**src/rtl/seven_segment_decoder.sv**
```systemverilog
`default_nettype none
// ============================================================================
// Module   : seven_segment_decoder
// Purpose  : Passive monitor of a multiplexed active-low 7-segment bus that
//            rebuilds the four displayed BCD digits and flags bus faults.
//            Optional error counter enabled by SSD_DECODE_ERR_COUNT_EN.
// Revision : 1.0 - initial release
// ============================================================================
module seven_segment_decoder #(
  parameter int SETTLE_CYCLES  = 4,
  parameter int TIMEOUT_CYCLES = 2000
) (
  input  logic        clk,
  input  logic        reset,
  input  logic [3:0]  anodes,
  input  logic [6:0]  cathodes,
  output logic [15:0] digit_data,
  output logic        frame_valid,
  output logic [3:0]  digit_err,
  output logic        contention,
  output logic        stale
`ifdef SSD_DECODE_ERR_COUNT_EN
  ,
  output logic [7:0]  err_count
`endif
);

  localparam int                c_to_w    = $clog2(TIMEOUT_CYCLES + 1);
  localparam logic [7:0]        c_settle  = 8'(SETTLE_CYCLES);
  localparam logic [c_to_w-1:0] c_timeout = c_to_w'(TIMEOUT_CYCLES);
  localparam logic [c_to_w-1:0] c_to_one  = c_to_w'(1);

  // Returns {error, nibble}; anything outside the ten BCD glyphs is an error.
  function automatic logic [4:0] f_decode(input logic [6:0] seg);
    logic [4:0] v;
    case (seg)
      7'h40:   v = 5'h00;
      7'h79:   v = 5'h01;
      7'h24:   v = 5'h02;
      7'h30:   v = 5'h03;
      7'h19:   v = 5'h04;
      7'h12:   v = 5'h05;
      7'h02:   v = 5'h06;
      7'h78:   v = 5'h07;
      7'h00:   v = 5'h08;
      7'h10:   v = 5'h09;
      default: v = 5'h1F;
    endcase
    return v;
  endfunction

  logic [3:0]        r_a_s1, r_a_s;
  logic [6:0]        r_c_s1, r_c_s;
  logic              r_prev_sel;
  logic [1:0]        r_prev_idx;
  logic [6:0]        r_prev_c;
  logic [7:0]        r_stab;
  logic [15:0]       r_shadow;
  logic [3:0]        r_shadow_err;
  logic [3:0]        r_mask;
  logic [c_to_w-1:0] r_to;

  logic              w_sel, w_blank, w_cont, w_same, w_capture, w_frame_done;
  logic [1:0]        w_idx;
  logic [7:0]        w_stab_next;
  logic [4:0]        w_dec;
  logic [15:0]       w_shadow_nxt;
  logic [3:0]        w_shadow_err_nxt;
  logic [3:0]        w_mask_nxt;

  always_comb begin
    w_idx = 2'd0;
    w_sel = 1'b1;
    case (r_a_s)
      4'b1110: w_idx = 2'd0;
      4'b1101: w_idx = 2'd1;
      4'b1011: w_idx = 2'd2;
      4'b0111: w_idx = 2'd3;
      default: w_sel = 1'b0;
    endcase
  end

  assign w_blank = (r_a_s == 4'hF);
  assign w_cont  = !w_sel && !w_blank;
  assign w_same  = r_prev_sel && (r_prev_idx == w_idx) && (r_prev_c == r_c_s);

  // Capture fires only on the transition into SETTLE_CYCLES, so a long dwell
  // sitting at saturation never recaptures.
  always_comb begin
    w_stab_next = 8'd0;
    w_capture   = 1'b0;
    if (w_sel) begin
      if (w_same) begin
        if (r_stab < c_settle) begin
          w_stab_next = r_stab + 8'd1;
          w_capture   = ((r_stab + 8'd1) == c_settle);
        end else begin
          w_stab_next = r_stab;
        end
      end else begin
        w_stab_next = 8'd1;
        w_capture   = (c_settle == 8'd1);
      end
    end
  end

  assign w_dec = f_decode(r_c_s);

  always_comb begin
    w_shadow_nxt     = r_shadow;
    w_shadow_err_nxt = r_shadow_err;
    w_mask_nxt       = r_mask;
    if (w_capture) begin
      w_shadow_nxt[{w_idx, 2'b00} +: 4] = w_dec[3:0];
      w_shadow_err_nxt[w_idx]           = w_dec[4];
      w_mask_nxt[w_idx]                 = 1'b1;
    end
  end

  assign w_frame_done = w_capture && (w_mask_nxt == 4'hF);
  assign stale        = (r_to >= c_timeout);

  always_ff @(posedge clk or negedge reset) begin
    if (!reset) begin
      r_a_s1       <= 4'hF;
      r_a_s        <= 4'hF;
      r_c_s1       <= 7'h00;
      r_c_s        <= 7'h00;
      r_prev_sel   <= 1'b0;
      r_prev_idx   <= 2'd0;
      r_prev_c     <= 7'h00;
      r_stab       <= 8'd0;
      r_shadow     <= 16'h0000;
      r_shadow_err <= 4'h0;
      r_mask       <= 4'h0;
      r_to         <= '0;
      digit_data   <= 16'h0000;
      digit_err    <= 4'h0;
      frame_valid  <= 1'b0;
      contention   <= 1'b0;
    end else begin
      r_a_s1       <= anodes;
      r_a_s        <= r_a_s1;
      r_c_s1       <= cathodes;
      r_c_s        <= r_c_s1;
      r_prev_sel   <= w_sel;
      r_prev_idx   <= w_idx;
      r_prev_c     <= r_c_s;
      r_stab       <= w_stab_next;
      r_shadow     <= w_shadow_nxt;
      r_shadow_err <= w_shadow_err_nxt;
      r_mask       <= w_frame_done ? 4'h0 : w_mask_nxt;
      frame_valid  <= w_frame_done;
      if (w_frame_done) begin
        digit_data <= w_shadow_nxt;
        digit_err  <= w_shadow_err_nxt;
      end
      if (w_cont) begin
        contention <= 1'b1;
      end
      if (w_capture) begin
        r_to <= '0;
      end else if (r_to < c_timeout) begin
        r_to <= r_to + c_to_one;
      end
    end
  end

`ifdef SSD_DECODE_ERR_COUNT_EN
  logic r_prev_cont;
  logic w_err_event;

  // Bad frame and new contention in one cycle count as a single event.
  assign w_err_event = (w_frame_done && (|w_shadow_err_nxt)) || (w_cont && !r_prev_cont);

  always_ff @(posedge clk or negedge reset) begin
    if (!reset) begin
      r_prev_cont <= 1'b0;
      err_count   <= 8'd0;
    end else begin
      r_prev_cont <= w_cont;
      if (w_err_event && (err_count != 8'hFF)) begin
        err_count <= err_count + 8'd1;
      end
    end
  end
`endif

endmodule
`default_nettype wire

```
**config.mk**
```make
export PLATFORM = sky130hd
export DESIGN_NAME = seven_segment_decoder
export DESIGN_NICKNAME = d
export VERILOG_FILES = /design/src/rtl/seven_segment_decoder.sv
export SDC_FILE = /design/constraint.sdc
export NUM_CORES = 1
export LEC_CHECK = 0
export ABC_AREA = 1
export BUFFER_PORTS_ARGS = -buffer_cell sky130_fd_sc_hd__buf_2
export CORE_UTILIZATION = 44
export CTS_CLUSTER_SIZE = 24
export DETAILED_ROUTE_END_ITERATION = 8
export GPL_TIMING_DRIVEN = 0
export PLACE_DENSITY = 0.71
export SLEW_MARGIN = 15
export SYNTH_ARGS = -nofsm -noshare
export SYNTH_HDL_FRONTEND = slang
export SYNTH_SLANG_ARGS = --single-unit
```
**constraint.sdc**
```tcl
create_clock -name clk -period 2.88 [get_ports clk]
set_input_delay 0.144 -clock clk [delete_from_list [all_inputs] [get_ports clk]]
set_output_delay 0.144 -clock clk [all_outputs]
set_load 0.02 [all_outputs]
```
==> results.sh <==
export IMPL_status="finished, final reports clean"
export IMPL_synth_edff_count=0
export IMPL_setup_ws_ps=539
export IMPL_cts_buffers=9
export IMPL_rsz0062_at_grt="no"
export IMPL_avgSynthCellArea_um2=8.51
export IMPL_vdd_drop_max_mv=0.255
export IMPL_clock_latency_ps=370
export IMPL_yosysTopAreaCellShare_pct=49.5
export IMPL_synth_common_cells="155 x nand2_1, 89 x dfrtp_1, 67 x inv_1"
export IMPL_die_w_um=103
export IMPL_grt_pass1_wl_mm=14.9
export IMPL_p_leak_nw=2.86
export IMPL_via_count=3458
export IMPL_min_period_ps=2340
export IMPL_grt_start_max_net_pins=55
export IMPL_dr_pass1_iters=4
export IMPL_wl_per_cell_um=12.1
export IMPL_crit_required_ps=3190
export IMPL_hold_path_class="in -> async"
export IMPL_clk_pin_slew_worst_paths_ps=90
export IMPL_layout_worst_path_cycle_share_pct=81.3
export IMPL_post_drt_via_cell_ratio=4.77
export IMPL_chipHeight_um=103
export IMPL_synthFlopType="dfrtp_1"
export IMPL_core_area_um2=9860
export IMPL_synth_top_area_cell="dfrtp_1"
export IMPL_setup_violations=0
export IMPL_placement_rows=36
export IMPL_fmaxAchievable_mhz=427
export IMPL_dp_hpwl_mm=6.28
export IMPL_antenna_found_initial=0
export IMPL_antenna_cells=0
export IMPL_synthArstFlopShare_pct=100
export IMPL_stdcell_area_um2=5180
export IMPL_placed_area_um2=4870
export IMPL_skew_ps=17.7
export IMPL_gp_congestion=0.851
export IMPL_yosys_warnings=0
export IMPL_cts_max_level=3
export IMPL_first_global_vias=3351
export IMPL_powerDensity_nw_per_um2=475
export IMPL_grt_overflow=0
export IMPL_start_util_pct=45.6
export IMPL_worstSetupPathType="reg -> reg"
export IMPL_crit_fanout=11
export IMPL_post_synth_top_count_cell="nand2_1"
export IMPL_hold_buffers=12
export IMPL_wirelength_mm=8.74
export IMPL_slew_headroom_pct=61.1
export IMPL_fin_util_pct=52.5
export IMPL_worstPathArrival_ps=2650
export IMPL_syn_to_final_growth_pct=15.2
export IMPL_cts_tree="yes"
export IMPL_die_area_um2=10600
export IMPL_drtIter0Drc=117
export IMPL_cts_sinks=97
export IMPL_syn_instance_count=529
export IMPL_endpoint_kind="register"
export IMPL_post_cts_buffers=0
export IMPL_synth_nets=554
export IMPL_hold_viol=0
export IMPL_portBuffers=35
export IMPL_synth_seq_area_share_pct=54.2
export IMPL_ioPinCount=36
export IMPL_detail_route_antenna_nets=0
export IMPL_synth_seq_cells=97
export IMPL_grt_usage_pct=18.6
export IMPL_syn_area_um2=4500
export IMPL_yosysUniqueCellTypes=32
export IMPL_tightest_slew_ps=583
export IMPL_layout_drive_gt1_share_pct=15.0
export IMPL_dp_slack_ps=547
export IMPL_fin_nets=613
export IMPL_startpoint_type="register"
export IMPL_drv_cap=0
export IMPL_route_detailed_drc=0
export IMPL_cts_resized=0
export IMPL_cts_max_path_buffers=2
export IMPL_slew_violations=0
export IMPL_cts_root_buf="clkbuf_8"
export IMPL_whs_ps=307
export IMPL_synth_area_leaders="dfrtp_1 49%, nand2_1 13%, nand3_1 5.7%"
export IMPL_tns_ps=0
==> registers in the layout (all words and copies together), names as in the netlist <==
register	cells
digit_err	4
r_stab	8
r_prev_idx	2
r_c_s1	7
r_prev_sel	1
frame_valid	1
r_prev_c	7
contention	1
r_a_s	4
r_c_s	7
digit_data	16
r_mask	4
r_shadow	16
r_to	11
r_a_s1	4
r_shadow_err	4
==> kinds of logic (layout without fill, tap and decap cells) <==
kind of cell               after synthesis  in the layout  synth area share (%)
xor gates and xnor gates                 4              4                 0.779
AOI/OAI and AO/OA                       32             32                  3.87
buffers and inverters                   79            142                  7.45
adders and majority gates               12             12                  3.34
and+or+nand+nor                        305            305                  30.4
DFF                                     97             97                  54.2
==> per-layer routing <==
layer	track usage [%]	share of wire, %	up-vias	wire, um
met2	29.7	47	53	4090
met1	23.4	48	1615	4160
met4	9.10	2.1	0	185
met3	5.15	3.4	17	301
li1	-	-	1773	-
met5	0	0	-	0
==> cell type report <==
cell class	instances	area, um^2
Buffer	7	65.1
Clock buffer	10	128
Clock inverter	5	63.8
Fill cell	913	4680
Inverter	72	270
Multi-Input combinational cell	353	1730
Sequential cell	97	2440
Tap cell	133	166
Timing Repair Buffer	48	325
==> worst paths after layout <==
check / to / startpoint / cells after the start / slack [ps]
max: digit_data[11] / r_a_s[3] / 12 / 540
min: r_c_s[2] / reset / 2 / 310
max reg2reg: digit_data[11] / r_a_s[3] / 12 / 540
min reg2reg: r_c_s[5] / r_c_s1[5] / 0 / 340
max in group asynchronous: r_a_s[2] / reset / 3 / 1860
min in group clk: r_c_s[5] / r_c_s1[5] / 0 / 340
==> placed cells by master, fill, tap and decap left out, types with 2 or more instances in the layout <==
cell / instances
nand2_1: 155
dfrtp_1: 89
inv_1: 67
nor2_1: 54
nand3_1: 51
buf_2: 35
a21oi_1: 15
o21ai_0: 15
ha_1: 12
dlygate4sd3_1: 12
nor3_1: 11
nand4_1: 9
clkbuf_8: 9
dfstp_2: 8
nand2_2: 7
buf_6: 4
inv_2: 4
nor2_2: 4
nand3_2: 3
buf_4: 3
xnor2_1: 3
nand3b_1: 3
inv_6: 2
==> through the flow <==
stage | total power [W] | std cells
floorplan | 0.00152 | 529
global placement | 0.00158 | 697
detailed placement | 0.00159 | 698
CTS | 0.00249 | 725
global route | 0.00258 | 725
finish | 0.00246 | 725
==> power breakdown <==
group          internal, W  leakage (nW)  total, W  switching [W]
Clock             0.000405        0.0934  0.000885       0.000480
Sequential         0.00139          1.26   0.00141      0.0000182
Combinational    0.0000572          1.51  0.000167       0.000110
Total              0.00185          2.86   0.00246       0.000609
==> critical path: stages, from the launching register on <==
cell     delay, ps
dfstp_2        580
nor2_1          60
nor2_1         160
nand2_2        180
inv_1          230
ha_1           240
nand4_1        120
nand2_2        160
nand2_4         90
nor2_8         160
buf_6          170
nand3_1         70
nand2_1         70
(Power assumes the default switching activity.)
